==> src/rtl/playback_sequencer_pkg.sv <==
// rtl/playback_sequencer_pkg.sv - shared transport state encoding and width helper
package playback_sequencer_pkg;

    typedef enum logic [1:0] {
        ST_STOP  = 2'd0,
        ST_LOAD  = 2'd1,
        ST_PLAY  = 2'd2,
        ST_PAUSE = 2'd3
    } state_t;

    // ceil(log2(n)), never below 1 so single-entry counters still get a bit
    function automatic int clog2_min1(input int n);
        int r;
        r = 0;
        while ((1 << r) < n) r++;
        return (r < 1) ? 1 : r;
    endfunction

endpackage

==> src/rtl/playback_sequencer_if.sv <==
// rtl/playback_sequencer_if.sv - button/decoder/time-counter bundle around the sequencer
interface playback_sequencer_if #(
    parameter int TRK_W = 2
);
    logic             play_pause;
    logic             next;
    logic             pre;
    logic             i_finish_song;
    logic [7:0]       minute;
    logic [7:0]       second;
    logic             load_ack;
    logic [TRK_W-1:0] track_idx;
    logic             load_req;
    logic             playing;
    logic             timer_clr;
    logic             timer_tick;

    modport master (
        input  play_pause, next, pre, i_finish_song, minute, second, load_ack,
        output track_idx, load_req, playing, timer_clr, timer_tick
    );

    modport slave (
        output play_pause, next, pre, i_finish_song, minute, second, load_ack,
        input  track_idx, load_req, playing, timer_clr, timer_tick
    );
endinterface

==> src/rtl/playback_sequencer_tick_prescaler.sv <==
// rtl/playback_sequencer_tick_prescaler.sv - clk divider producing one tick per CLK_HZ enabled cycles
module tick_prescaler
    import playback_sequencer_pkg::*;
#(
    parameter int CLK_HZ = 100000000
) (
    input  logic clk,
    input  logic rst_n,
    input  logic en,
    input  logic clr,
    output logic tick
);

    localparam int            W    = clog2_min1(CLK_HZ);
    localparam logic [W-1:0]  TERM = W'(CLK_HZ - 1);

    logic [W-1:0] cnt;

    always_ff @(posedge clk or negedge rst_n) begin
        if (!rst_n) begin
            cnt  <= '0;
            tick <= 1'b0;
        end else begin
            tick <= 1'b0;
            if (clr) begin
                cnt <= '0;
            end else if (en) begin
                if (cnt == TERM) begin
                    cnt  <= '0;
                    tick <= 1'b1;
                end else begin
                    cnt <= cnt + W'(1);
                end
            end
        end
    end

endmodule

==> src/rtl/playback_sequencer.sv <==
// rtl/playback_sequencer.sv - track index, play/pause/stop FSM and decoder load handshake
module playback_sequencer
    import playback_sequencer_pkg::*;
#(
    parameter int NUM_TRACKS     = 4,
    parameter int TRK_W          = clog2_min1(NUM_TRACKS),
    parameter int CLK_HZ         = 100000000,
    parameter int PREV_RESTART_S = 3,
    parameter int AUTO_ADVANCE   = 1
) (
    input logic                  clk,
    input logic                  rst_n,
    playback_sequencer_if.master bus
);

    localparam logic [TRK_W-1:0] LAST_IDX  = TRK_W'(NUM_TRACKS - 1);
    localparam logic [7:0]       RESTART_S = 8'(PREV_RESTART_S);

    state_t           state;
    logic [TRK_W-1:0] track_idx;
    logic [TRK_W-1:0] idx_next;
    logic [TRK_W-1:0] idx_pre;
    logic             load_req;
    logic             playing;
    logic             timer_clr;
    logic             tick;
    logic             near_start;
    logic             any_event;
    logic             pre_en;
    logic             pre_clr;

    always_comb begin
        idx_next   = (track_idx == LAST_IDX) ? '0 : track_idx + TRK_W'(1);
        near_start = (bus.minute == 8'd0) && (bus.second < RESTART_S);
        if (!near_start)
            idx_pre = track_idx;
        else if (track_idx == '0)
            idx_pre = LAST_IDX;
        else
            idx_pre = track_idx - TRK_W'(1);
        any_event = bus.next | bus.pre | bus.i_finish_song | bus.play_pause;
    end

    // Gate counting on the edge that leaves PLAY so no tick lands in PAUSE/LOAD
    assign pre_en  = (state == ST_PLAY) && !any_event;
    assign pre_clr = (state == ST_LOAD) || (state == ST_STOP);

    tick_prescaler #(
        .CLK_HZ(CLK_HZ)
    ) u_prescaler (
        .clk  (clk),
        .rst_n(rst_n),
        .en   (pre_en),
        .clr  (pre_clr),
        .tick (tick)
    );

    always_ff @(posedge clk or negedge rst_n) begin
        if (!rst_n) begin
            state     <= ST_STOP;
            track_idx <= '0;
            load_req  <= 1'b0;
            playing   <= 1'b0;
            timer_clr <= 1'b0;
        end else begin
            timer_clr <= 1'b0;
            case (state)
                ST_STOP: begin
                    if (bus.next) begin
                        track_idx <= idx_next;
                        timer_clr <= 1'b1;
                    end else if (bus.pre) begin
                        track_idx <= idx_pre;
                        timer_clr <= 1'b1;
                    end else if (bus.play_pause) begin
                        state     <= ST_LOAD;
                        load_req  <= 1'b1;
                        timer_clr <= 1'b1;
                    end
                end
                ST_LOAD: begin
                    if (bus.load_ack) begin
                        state    <= ST_PLAY;
                        load_req <= 1'b0;
                        playing  <= 1'b1;
                    end
                end
                ST_PLAY, ST_PAUSE: begin
                    if (bus.next || bus.pre ||
                        (state == ST_PLAY && bus.i_finish_song && AUTO_ADVANCE != 0)) begin
                        track_idx <= bus.next ? idx_next : (bus.pre ? idx_pre : idx_next);
                        state     <= ST_LOAD;
                        load_req  <= 1'b1;
                        timer_clr <= 1'b1;
                        playing   <= 1'b0;
                    end else if (state == ST_PLAY && bus.i_finish_song) begin
                        state     <= ST_STOP;
                        timer_clr <= 1'b1;
                        playing   <= 1'b0;
                    end else if (bus.play_pause) begin
                        state   <= (state == ST_PLAY) ? ST_PAUSE : ST_PLAY;
                        playing <= (state == ST_PAUSE);
                    end
                end
                default: state <= ST_STOP;
            endcase
        end
    end

    assign bus.track_idx  = track_idx;
    assign bus.load_req   = load_req;
    assign bus.playing    = playing;
    assign bus.timer_clr  = timer_clr;
    assign bus.timer_tick = tick;

endmodule

==> src/flat_wrapper.sv <==
// flat-port wrapper written by rule: the top's interface ports become plain ports
module playback_sequencer_flat import playback_sequencer_pkg::*;
#(
    parameter int NUM_TRACKS     = 4,
    parameter int TRK_W          = clog2_min1(NUM_TRACKS),
    parameter int CLK_HZ         = 100000000,
    parameter int PREV_RESTART_S = 3,
    parameter int AUTO_ADVANCE   = 1
)
  (clk, rst_n, bus_play_pause, bus_next, bus_pre, bus_i_finish_song, bus_minute, bus_second, bus_load_ack, bus_track_idx, bus_load_req, bus_playing, bus_timer_clr, bus_timer_tick);
  playback_sequencer_if #(.TRK_W(TRK_W)) bus_i ();
  input logic clk;
  input logic rst_n;
  input wire logic [$bits(bus_i.play_pause)-1:0] bus_play_pause;
  input wire logic [$bits(bus_i.next)-1:0] bus_next;
  input wire logic [$bits(bus_i.pre)-1:0] bus_pre;
  input wire logic [$bits(bus_i.i_finish_song)-1:0] bus_i_finish_song;
  input wire logic [$bits(bus_i.minute)-1:0] bus_minute;
  input wire logic [$bits(bus_i.second)-1:0] bus_second;
  input wire logic [$bits(bus_i.load_ack)-1:0] bus_load_ack;
  output wire logic [$bits(bus_i.track_idx)-1:0] bus_track_idx;
  output wire logic [$bits(bus_i.load_req)-1:0] bus_load_req;
  output wire logic [$bits(bus_i.playing)-1:0] bus_playing;
  output wire logic [$bits(bus_i.timer_clr)-1:0] bus_timer_clr;
  output wire logic [$bits(bus_i.timer_tick)-1:0] bus_timer_tick;
  assign bus_i.play_pause = bus_play_pause;
  assign bus_i.next = bus_next;
  assign bus_i.pre = bus_pre;
  assign bus_i.i_finish_song = bus_i_finish_song;
  assign bus_i.minute = bus_minute;
  assign bus_i.second = bus_second;
  assign bus_i.load_ack = bus_load_ack;
  assign bus_track_idx = bus_i.track_idx;
  assign bus_load_req = bus_i.load_req;
  assign bus_playing = bus_i.playing;
  assign bus_timer_clr = bus_i.timer_clr;
  assign bus_timer_tick = bus_i.timer_tick;
  playback_sequencer #(.NUM_TRACKS(NUM_TRACKS), .TRK_W(TRK_W), .CLK_HZ(CLK_HZ), .PREV_RESTART_S(PREV_RESTART_S), .AUTO_ADVANCE(AUTO_ADVANCE)) u_core (.clk(clk), .rst_n(rst_n), .bus(bus_i));
endmodule
==> config.mk <==
export PLATFORM = sky130hd
export DESIGN_NAME = playback_sequencer_flat
export DESIGN_NICKNAME = d
export VERILOG_FILES = /design/src/rtl/playback_sequencer_pkg.sv /design/src/rtl/playback_sequencer_if.sv /design/src/rtl/playback_sequencer_tick_prescaler.sv /design/src/rtl/playback_sequencer.sv /design/src/flat_wrapper.sv
export SDC_FILE = /design/constraint.sdc
export NUM_CORES = 1
export LEC_CHECK = 0
export ABC_AREA = 1
export CORE_UTILIZATION = 56
export CTS_BUF_LIST = sky130_fd_sc_hd__clkbuf_16
export CTS_CLUSTER_SIZE = 25
export DETAILED_ROUTE_END_ITERATION = 10
export HOLD_SLACK_MARGIN = 0.03
export PLACE_DENSITY_LB_ADDON = 0.3
export RECOVER_POWER = 25
export SYNTH_ARGS = -nofsm -noshare
export SYNTH_HDL_FRONTEND = slang
export SYNTH_HIERARCHICAL = 1
export SYNTH_SLANG_ARGS = --single-unit
==> constraint.sdc <==
create_clock -name clk -period 2.9 [get_ports clk]
set_clock_uncertainty 0.05 [all_clocks]
set_input_delay 0.58 -clock clk [delete_from_list [all_inputs] [get_ports clk]]
set_output_delay 0.58 -clock clk [all_outputs]
set_load 0.01 [all_outputs]
==> qor.yml, run 1 <==
cells_and_area:
  num-fill-cells: 358
  seqCellArea_um2: 876
  multi_input_area_um2: 1320
  final_common_cell: "nand2_1"
  mostFrequentLayoutCells: "100 x nand2_1, 68 x nor2_1, 35 x inv_1, 35 x dfrtp_1, 34 x nand3_1"
  area_delta_synth_final_pct: 19.6
  drive_gt1_frac: 0.104
  n_antenna_cell: 0
  nets: 408
setup_path:
  rrSetupSlack_ns: 0.57
  startpoint: "bus_next"
  crit_type: "input port to register"
  worst-r2r-cell-count: 9
  worst_ep_required_time_ns: 3.01
  cp-end-kind: "register"
  reg2reg_from: "u_core/state[1]"
  path_max_fanout: 15
  cp_data_arrival_time_ns: 2.65
  startpoint_type: "input port"
sta:
  slew_viol_final: 36
  setup_ws_ns: 0.360
  rsz0062_at_grt: "false"
  period_minus_slack_ns: 2.54
  period_share: 0.876
  fin_hold_ws_ns: 0.450
  tightestPinTransition_ns: 1.91
  setup_tns_ns: 0
  slew-limit-headroom: -0.272
  setup_violations: 0
  hold_violations: 0
  fmax_mhz: 394
global_route:
  grt.overflow.total: 0
  grt_pass1_vias: 2196
  grt_usage: 0.288
  grt_max_degree: 36
  grt_pass1_wl_mm: 9.57
  antenna_found_initial: 0
clock_tree:
  htree_levels: 2
  cts.reportedPaths.clkPinSlew_ns: 0.05
  clockBufferDepth: 2
  cts-root-buf: "clkbuf_16"
  post_cts_buffers: 0
  cts_sinks: 35
  cts_buffers: 5
  worstSkewPairLatency_ns: 0.28
  cts_tree: "yes"
  ctsResizeCount: 0
  postCtsHoldBufs: 0
floorplanning:
  die_w_um: 67.1
  dieArea_um2: 4500
  fp.dieH_um: 67.1
  initial_core_util: 0.588
  pin_count: 29
  core-area_um2: 4030
  placement_rows: 23
route:
  vias: 2330
  routed.top_layer: "met4"
  wl_met3_um: 330
  wl_met2_mm: 2.85
  wl_per_cell_um: 13.1
  wl_met1_mm: 2.41
  drc: 0
  drtPass1Iterations: 4
  drtIter0Drc: 109
  totalWireLength_mm: 5.69
  via_per_inst: 5.38
  drtAntennaViolNets: 0
status:
  outcome: "complete, but fails checks"
  violations: "max-capacitance violations, max-slew violations"
pwr:
  combPwrFrac: 0.340
  seqPwrFrac: 0.361
  internal_power_uw: 1080
  switching_share: 0.355
  p_leak_uw: 0.00122
  switchingPower_uw: 597
  p_per_area_nw_per_um2: 593
  clock_power_share: 0.300
  ir_drop_v: 0.000428
placed_design:
  dp_hpwl_mm: 4.10
  gp_congestion: 0.879
  place_ws_ns: 0.115
  port_buffers: 28
hold_path:
  hp-class: "register to register"
  worstHoldStart: "u_core/bus.load_req"
  min_path_cells: 2
synth:
  synthAdderAreaFrac: 0.0158
  synthSimpleGateAreaFrac: 0.452
  synth_compound_area_frac: 0.0581
  synthMuxAreaShare: 0
  synth_cell_types: 35
  syn_inst: 348
  syn_area_um2: 2370
  synth_top_family_by_area: "simple AND/OR/NAND/NOR gates"
  yosysSeqAreaShare: 0.370
  synthesis.nets: 374
  synth_xor_area_frac: 0.0296
  synth_area_per_cell_um2: 6.81
  yosys_warnings: 6
  ys_ff_latch: 35
run:
  maxCapViolations: 1
power by group through the flow:
stage / combinational, µW / clock [µW] / sequential, µW
6_report: 571 / 504 / 606
5_1_grt: 636 / 537 / 615
4_1_cts: 576 / 519 / 605
3_5_place_dp: 569 / 0 / 614
3_3_place_gp: 543 / 0 / 609
2_1_floorplan: 392 / 0 / 606
synthesized netlist by cell type:
cell type  count  area share
inv_1         35       0.055
xor2_1         5       0.018
buf_8          1      0.0063
nand4_2        1      0.0053
or2_2          1      0.0026
ha_1           3       0.016
nor2_1        68        0.11
xnor2_1        3       0.011
nand2_1      100        0.16
nor4_1         1      0.0026
o211ai_4       1      0.0090
and3_1         1      0.0026
dfrtp_1       35        0.37
a21oi_1        3      0.0063
o21ai_0        9       0.019
inv_2          3      0.0048
nor2_2         8       0.021
o21bai_1       1      0.0032
nand3_2        2      0.0084
nor3_1         3      0.0063
o21a_1         1      0.0032
o21ai_2        1      0.0037
or2_1          1      0.0026
nor2_4         4       0.019
buf_6          1      0.0048
buf_2          1      0.0021
nand2_4        1      0.0048
a31oi_1        1      0.0026
a21boi_2       1      0.0048
nand3_1       34       0.072
o21ai_1        3      0.0063
clkbuf_1       1      0.0016
nor3_2         1      0.0042
nand2_2        5       0.013
nand4_1        8       0.021
metal layers:
metal	global-route usage	vias up
met5	0	-
met4	0.122	0
met3	0.0599	15
met2	0.484	72
met1	0.352	1077
li1	-	1166
critical path, cell delays in order:
cell and delay [ns]:
clkdlybuf4s50_1 0.56, nor2_4 0.08, nand2_1 0.06, nor4_1 0.04
buf_4 0.17, nor2_4 0.39, inv_1 0.26, buf_4 0.22
a21oi_1 0.11, o21bai_1 0.11, nor2_1 0.06
stage by stage:
step	std cells	utilization	cell area (µm²)	total power (µW)
final	433	0.703	2830	1680
after global routing	433	0.703	2830	1790
after CTS	433	0.704	2840	1700
after detailed placement	425	0.669	2700	1180
after global placement	425	0.669	2700	1150
after floorplan	348	-	2370	998
state kept, by name, indices dropped and copies added (netlist names):
signal                   count
u_core/u_prescaler/cnt      27
u_core/bus.track_idx         2
u_core/bus.load_req          1
u_core/u_prescaler/tick      1
u_core/state                 2
u_core/bus.timer_clr         1
u_core/bus.playing           1
worst paths after layout:
| path | end |
|---|---|
| worst max-delay path | u_core/u_prescaler/cnt[2] |
| worst min-delay path | u_core/bus.load_req |
| worst max register to register | u_core/u_prescaler/cnt[2] |
| worst min register to register | u_core/bus.load_req |
| max in group asynchronous | u_core/u_prescaler/cnt[14] |
| min in group asynchronous | u_core/bus.timer_clr |
logic make-up after synthesis:
family                     Yosys count
xor gates and xnor gates             8
DFF                                 35
adders and majority gates            3
AOI/OAI and AO/OA                   21
buffers and inverters               42
and+or+nand+nor                    239
layout make-up:
type | instances | share of cell area
clock buffers | 5 | 0.0442
well taps | 50 | 0.0221
multi-input cells | 271 | 0.464
flip-flops and latches | 35 | 0.309
inverters | 38 | 0.0503
repair buffers | 31 | 0.105
clock inverters | 3 | 0.00530
Note: power is estimated with default switching activity, not from simulation.
==> run 2: changes to the inputs <==
--- a/config.mk
+++ b/config.mk
@@ -11,7 +11,7 @@
 export CTS_CLUSTER_SIZE = 25
 export DETAILED_ROUTE_END_ITERATION = 10
 export HOLD_SLACK_MARGIN = 0.03
-export PLACE_DENSITY_LB_ADDON = 0.3
+export PLACE_DENSITY = 0.89
 export RECOVER_POWER = 25
 export SYNTH_ARGS = -nofsm -noshare
 export SYNTH_HDL_FRONTEND = slang
==> qor.yml, run 2 (synthesis results as in run 1) <==
status:
  outcome: "completed"
setup_path:
  slowest_delay_ns: 0.50
  worst_ep_required_time_ns: 3.05
  startpoint_type: "input port"
  r2r-end: "u_core/u_prescaler/cnt[13]"
  worst-r2r-cell-count: 9
  rrSetupSlack_ns: 0.67
  cp_data_arrival_time_ns: 2.61
  crit_chain: "clkdlybuf4s50_1 > nor2_4 > nand2_1 > nor4_1 > buf_4 > nor2_4 > inv_1 > buf_4 > nand2_1 > xor2_1 > nor2_1"
  cp-end-kind: "register"
  slowest_stage: "clkdlybuf4s50_1"
  reg2reg_from: "u_core/state[1]"
  path_max_fanout: 8
  crit_type: "input port to register"
placed_design:
  port_buffers: 28
  dp_hpwl_mm: 4.10
  gp_congestion: 0.928
  placedCellCount: 427
clock_tree:
  cts.reportedPaths.clkPinSlew_ns: 0.05
  htree_levels: 2
  ctsResizeCount: 0
  clockBufferDepth: 2
  cts_tree: "yes"
  post_cts_buffers: 0
  worstSkewPairLatency_ns: 0.28
  postCtsHoldBufs: 0
  cts-root-buf: "clkbuf_16"
  cts_buffers: 5
  cts_sinks: 35
route:
  totalWireLength_mm: 5.69
  drc: 0
  wl_per_cell_um: 13.1
  drtIter0Drc: 158
  via_per_inst: 5.43
  vias: 2362
  drtAntennaViolNets: 0
  drtPass1Iterations: 5
floorplanning:
  initial_core_util: 0.588
  pin_count: 29
  placement_rows: 23
  fp.dieH_um: 67.1
  die_w_um: 67.1
  dieArea_um2: 4500
  core-area_um2: 4030
sta:
  tightestPinTransition_ns: 0.859
  setup_violations: 0
  rsz0062_at_grt: "false"
  period_share: 0.846
  fmax_mhz: 407
  hold_violations: 0
  period_minus_slack_ns: 2.45
  slew-limit-headroom: 0.428
  slew_viol_final: 0
  setup_tns_ns: 0
cells_and_area:
  largest_reg_flops: 27
  num-fill-cells: 307
  nets: 410
  area_delta_synth_final_pct: 21.4
  multi_input_area_um2: 1320
  mostFrequentLayoutCells: "100 x nand2_1, 68 x nor2_1, 35 x inv_1, 35 x dfrtp_1, 34 x nand3_1"
  fin_cells: 435
  drive_gt1_frac: 0.106
  seqCellArea_um2: 876
  n_antenna_cell: 0
  final_common_cell: "nand2_1"
  top_regs: "u_core/u_prescaler/cnt: 27 flops, u_core/bus.track_idx: 2 flops, u_core/state: 2 flops"
  top_register: "u_core/u_prescaler/cnt"
global_route:
  grt_pass1_vias: 2074
  antenna_found_initial: 0
  grt_pass1_wl_mm: 9.12
  grt_usage: 0.277
  grt_max_degree: 36
  grt.overflow.total: 0
pwr:
  p_per_area_nw_per_um2: 614
  p_leak_uw: 0.00124
  ir_drop_v: 0.000476
hold_path:
  min_to: "u_core/bus.playing"
  min_path_cells: 2
  hp-class: "register to register"
  worstHoldStart: "u_core/bus.playing"
run:
  maxCapViolations: 0
==> run 2: cell count changes in the layout (fill, tap and decap cells not counted), sizes merged <==
cell,before,now
bufinv,0,1
buf,3,4
clkinv,3,2
dlygate4sd3,0,1
==> run 2: worst max-delay path, delay by kind of cell <==
| family | cells | cell delay (ns) |
|---|---|---|
| simple gates | 6 | 0.78 |
| xor+xnor | 1 | 0.15 |
| buf+inv | 4 | 1.09 |
==> run 2: final cells by class <==
class,count,share of cell area
Multi-Input combinational cell,271,0.458
Sequential cell,35,0.304
Timing Repair Buffer,33,0.110
Clock buffer,5,0.0435
Clock inverter,3,0.0135
Inverter,38,0.0496
Tap cell,50,0.0217
==> run 2: per-layer routing <==
metal / GRT usage / part of all wire / vias to the layer above
li1: - / - / 1174
met1: 0.331 / 0.41 / 1081
met2: 0.473 / 0.49 / 95
met3: 0.0651 / 0.078 / 12
met4: 0.112 / 0.018 / 0
met5: 0 / 0 / -
==> run 2: how the worst max path moves through the flow <==
stage / from / end / slack [ns] / depth (start not counted)
floorplan: bus_pre / u_core/u_prescaler/cnt[17] / 0.50 / 11
global placement: bus_pre / u_core/u_prescaler/cnt[20] / 0.36 / 11
detailed placement: bus_next / u_core/u_prescaler/cnt[13] / 0.25 / 11
CTS: bus_next / u_core/u_prescaler/cnt[13] / 0.51 / 11
global route: bus_next / u_core/u_prescaler/cnt[13] / 0.39 / 11
finish: bus_next / u_core/u_prescaler/cnt[13] / 0.45 / 11
==> run 2: report_power, final <==
group,total [µW],switching [µW],internal [µW],leakage (µW)
combinational,570,335,235,0.000687
clock,591,191,400,0.0000812
sequential,606,59.5,546,0.000473
==> run 2: through the flow <==
stage	setup slack [ns]	hold WS [ns]	total power, µW	util	instance area (µm²)
after detailed placement	0.249	0.433	1180	0.674	2720
after floorplan	0.501	0.234	998	-	2370
after global placement	0.365	0.429	1160	0.674	2720
after CTS	0.508	0.451	1780	0.715	2880
final	0.446	0.454	1770	0.714	2880
after global routing	0.386	0.483	1870	0.714	2880
==> run 3: changes to the inputs <==
--- a/config.mk
+++ b/config.mk
@@ -6,12 +6,12 @@
 export NUM_CORES = 1
 export LEC_CHECK = 0
 export ABC_AREA = 1
-export CORE_UTILIZATION = 56
+export CORE_UTILIZATION = 50
 export CTS_BUF_LIST = sky130_fd_sc_hd__clkbuf_16
 export CTS_CLUSTER_SIZE = 25
 export DETAILED_ROUTE_END_ITERATION = 10
 export HOLD_SLACK_MARGIN = 0.03
-export PLACE_DENSITY = 0.89
+export PLACE_DENSITY = 0.85
 export RECOVER_POWER = 25
 export SYNTH_ARGS = -nofsm -noshare
 export SYNTH_HDL_FRONTEND = slang
==> constraint.sdc (replaced) <==
create_clock -name clk -period 2.2 [get_ports clk]
set_clock_uncertainty 0.05 [all_clocks]
set_input_delay 0.44 -clock clk [delete_from_list [all_inputs] [get_ports clk]]
set_output_delay 0.44 -clock clk [all_outputs]
set_load 0.01 [all_outputs]
==> qor.yml, run 3 (synthesis results as in run 1) <==
setup_path:
  rrSetupSlack_ns: 0.47
  startpoint_type: "input port"
  cp-end-kind: "register"
  cp_data_arrival_time_ns: 2.13
  crit_end: "u_core/u_prescaler/cnt[17]"
  r2r-end: "u_core/u_prescaler/cnt[17]"
  critical-path-top-cell-by-count: "nand2_1"
  slowest_stage: "clkdlybuf4s50_1"
  worst_ep_required_time_ns: 2.37
  startpoint: "bus_pre"
  path_max_fanout: 7
  reg2reg_from: "u_core/state[1]"
  worst-r2r-cell-count: 11
  crit_chain: "clkdlybuf4s50_1 > nor2_4 > nand2_1 > nor4_2 > buf_4 > nor2_4 > nor2_2 > nand2_2 > nor2_2 > nand2_1 > nand2_1 > o21ai_1 > nor2_1"
  slowest_delay_ns: 0.46
  crit_type: "input port to register"
cells_and_area:
  top_register: "u_core/u_prescaler/cnt"
  seqCellArea_um2: 876
  multi_input_area_um2: 1320
  final_common_cell: "nand2_1"
  nets: 419
  area_delta_synth_final_pct: 24.2
  num-fill-cells: 385
  mostFrequentLayoutCells: "100 x nand2_1, 68 x nor2_1, 35 x inv_1, 35 x dfrtp_1, 34 x nand3_1"
  largest_reg_flops: 27
  fin_cells: 446
  n_antenna_cell: 0
  drive_gt1_frac: 0.135
  top_regs: "u_core/u_prescaler/cnt: 27 flops, u_core/bus.track_idx: 2 flops, u_core/state: 2 flops"
route:
  drc: 0
  totalWireLength_mm: 5.65
  vias: 2387
  drtPass1Iterations: 4
  via_per_inst: 5.35
  drtIter0Drc: 191
  drtAntennaViolNets: 0
  wl_per_cell_um: 12.7
sta:
  rsz0062_at_grt: "false"
  fin_hold_ws_ns: 0.226
  fmax_mhz: 510
  period_share: 0.891
  slew_viol_final: 0
  slew-limit-headroom: 0.397
  period_minus_slack_ns: 1.96
  setup_violations: 0
  hold_violations: 0
  tightestPinTransition_ns: 0.905
clock_tree:
  htree_levels: 2
  clockBufferDepth: 2
  post_cts_buffers: 0
  cts_sinks: 35
  cts.reportedPaths.clkPinSlew_ns: 0.06
  cts_buffers: 5
  worstSkewPairLatency_ns: 0.28
  postCtsHoldBufs: 0
  cts-root-buf: "clkbuf_16"
  ctsResizeCount: 0
  cts_tree: "yes"
global_route:
  grt_pass1_wl_mm: 10.1
  grt.met2_usage: 0.454
  grt_max_degree: 36
  grt_use_met1: 0.303
  antenna_found_initial: 0
  grt_usage: 0.254
  grt.overflow.total: 0
  grt-busiest-layer: "met2"
  met3_usage: 0.0513
  grt_pass1_vias: 2318
floorplanning:
  initial_core_util: 0.533
  die_w_um: 70.8
  core-area_um2: 4440
  pin_count: 29
  fp.dieH_um: 70.8
  placement_rows: 24
  dieArea_um2: 5020
placed_design:
  placedCellCount: 438
  port_buffers: 28
  dp_hpwl_mm: 4.22
  gp_congestion: 0.941
pwr:
  combPwrFrac: 0.368
  switchingPower_uw: 816
  ir_drop_v: 0.000649
  clock_power_share: 0.299
  fin_total_pwr_uw: 2320
  p_leak_uw: 0.00128
  switching_share: 0.351
  seqPwrFrac: 0.333
  internal_power_uw: 1510
  p_per_area_nw_per_um2: 789
hold_path:
  hp-class: "input port to asynchronous set/reset pin"
run:
  maxCapViolations: 0
status:
  outcome: "completed"
[run 3: layer usage]
| metal | wire, µm | up-vias |
|---|---|---|
| li1 | - | 1191 |
| met1 | 2350 | 1115 |
| met2 | 2840 | 66 |
| met3 | 344 | 15 |
| met4 | 116 | 0 |
| met5 | 0 | - |
[run 3: worst min-delay path by stage]
stage                   startpoint                          to  slack, ns  cells after the start
2_1_floorplan                rst_n         u_core/bus.load_req       0.09                      0
3_3_place_gp   u_core/bus.load_req         u_core/bus.load_req       0.44                      2
3_5_place_dp   u_core/bus.load_req         u_core/bus.load_req       0.44                      2
4_1_cts                      rst_n  u_core/u_prescaler/cnt[24]       0.22                      1
5_1_grt                      rst_n  u_core/u_prescaler/cnt[21]       0.31                      1
6_report                     rst_n  u_core/u_prescaler/cnt[24]       0.23                      1
[run 3: power groups by stage]
stage	clock (µW)	sequential [µW]	combinational, µW
2_1_floorplan	0	801	518
3_3_place_gp	0	786	822
3_5_place_dp	0	786	850
4_1_cts	714	775	853
5_1_grt	743	789	932
6_report	696	774	854
[run 3: final cells by class]
cell class,instances,area share
Tap cell,52,0.0221
Clock buffer,5,0.0425
Multi-Input combinational cell,271,0.449
Inverter,38,0.0484
Sequential cell,35,0.297
Timing Repair Buffer,42,0.133
Clock inverter,3,0.00680
[run 3: stage by stage]
step / TNS (ns) / instance area (µm²) / utilization / worst slack [ns]
after detailed placement: -0.0425 / 2800 / 0.630 / -0.0295
after CTS: 0 / 2940 / 0.662 / 0.255
after floorplan: 0 / 2380 / - / 0.218
after global routing: 0 / 2940 / 0.662 / 0.116
after global placement: 0 / 2800 / 0.630 / 0.0169
final: 0 / 2940 / 0.662 / 0.240
[run 3: worst max-delay path, delay by kind of cell]
| kind | cells | cell delay, ns |
|---|---|---|
| AND/OR/NAND/NOR | 10 | 1.00 |
| buffers and inverters | 2 | 0.63 |
| AO/OA/AOI/OAI | 1 | 0.06 |
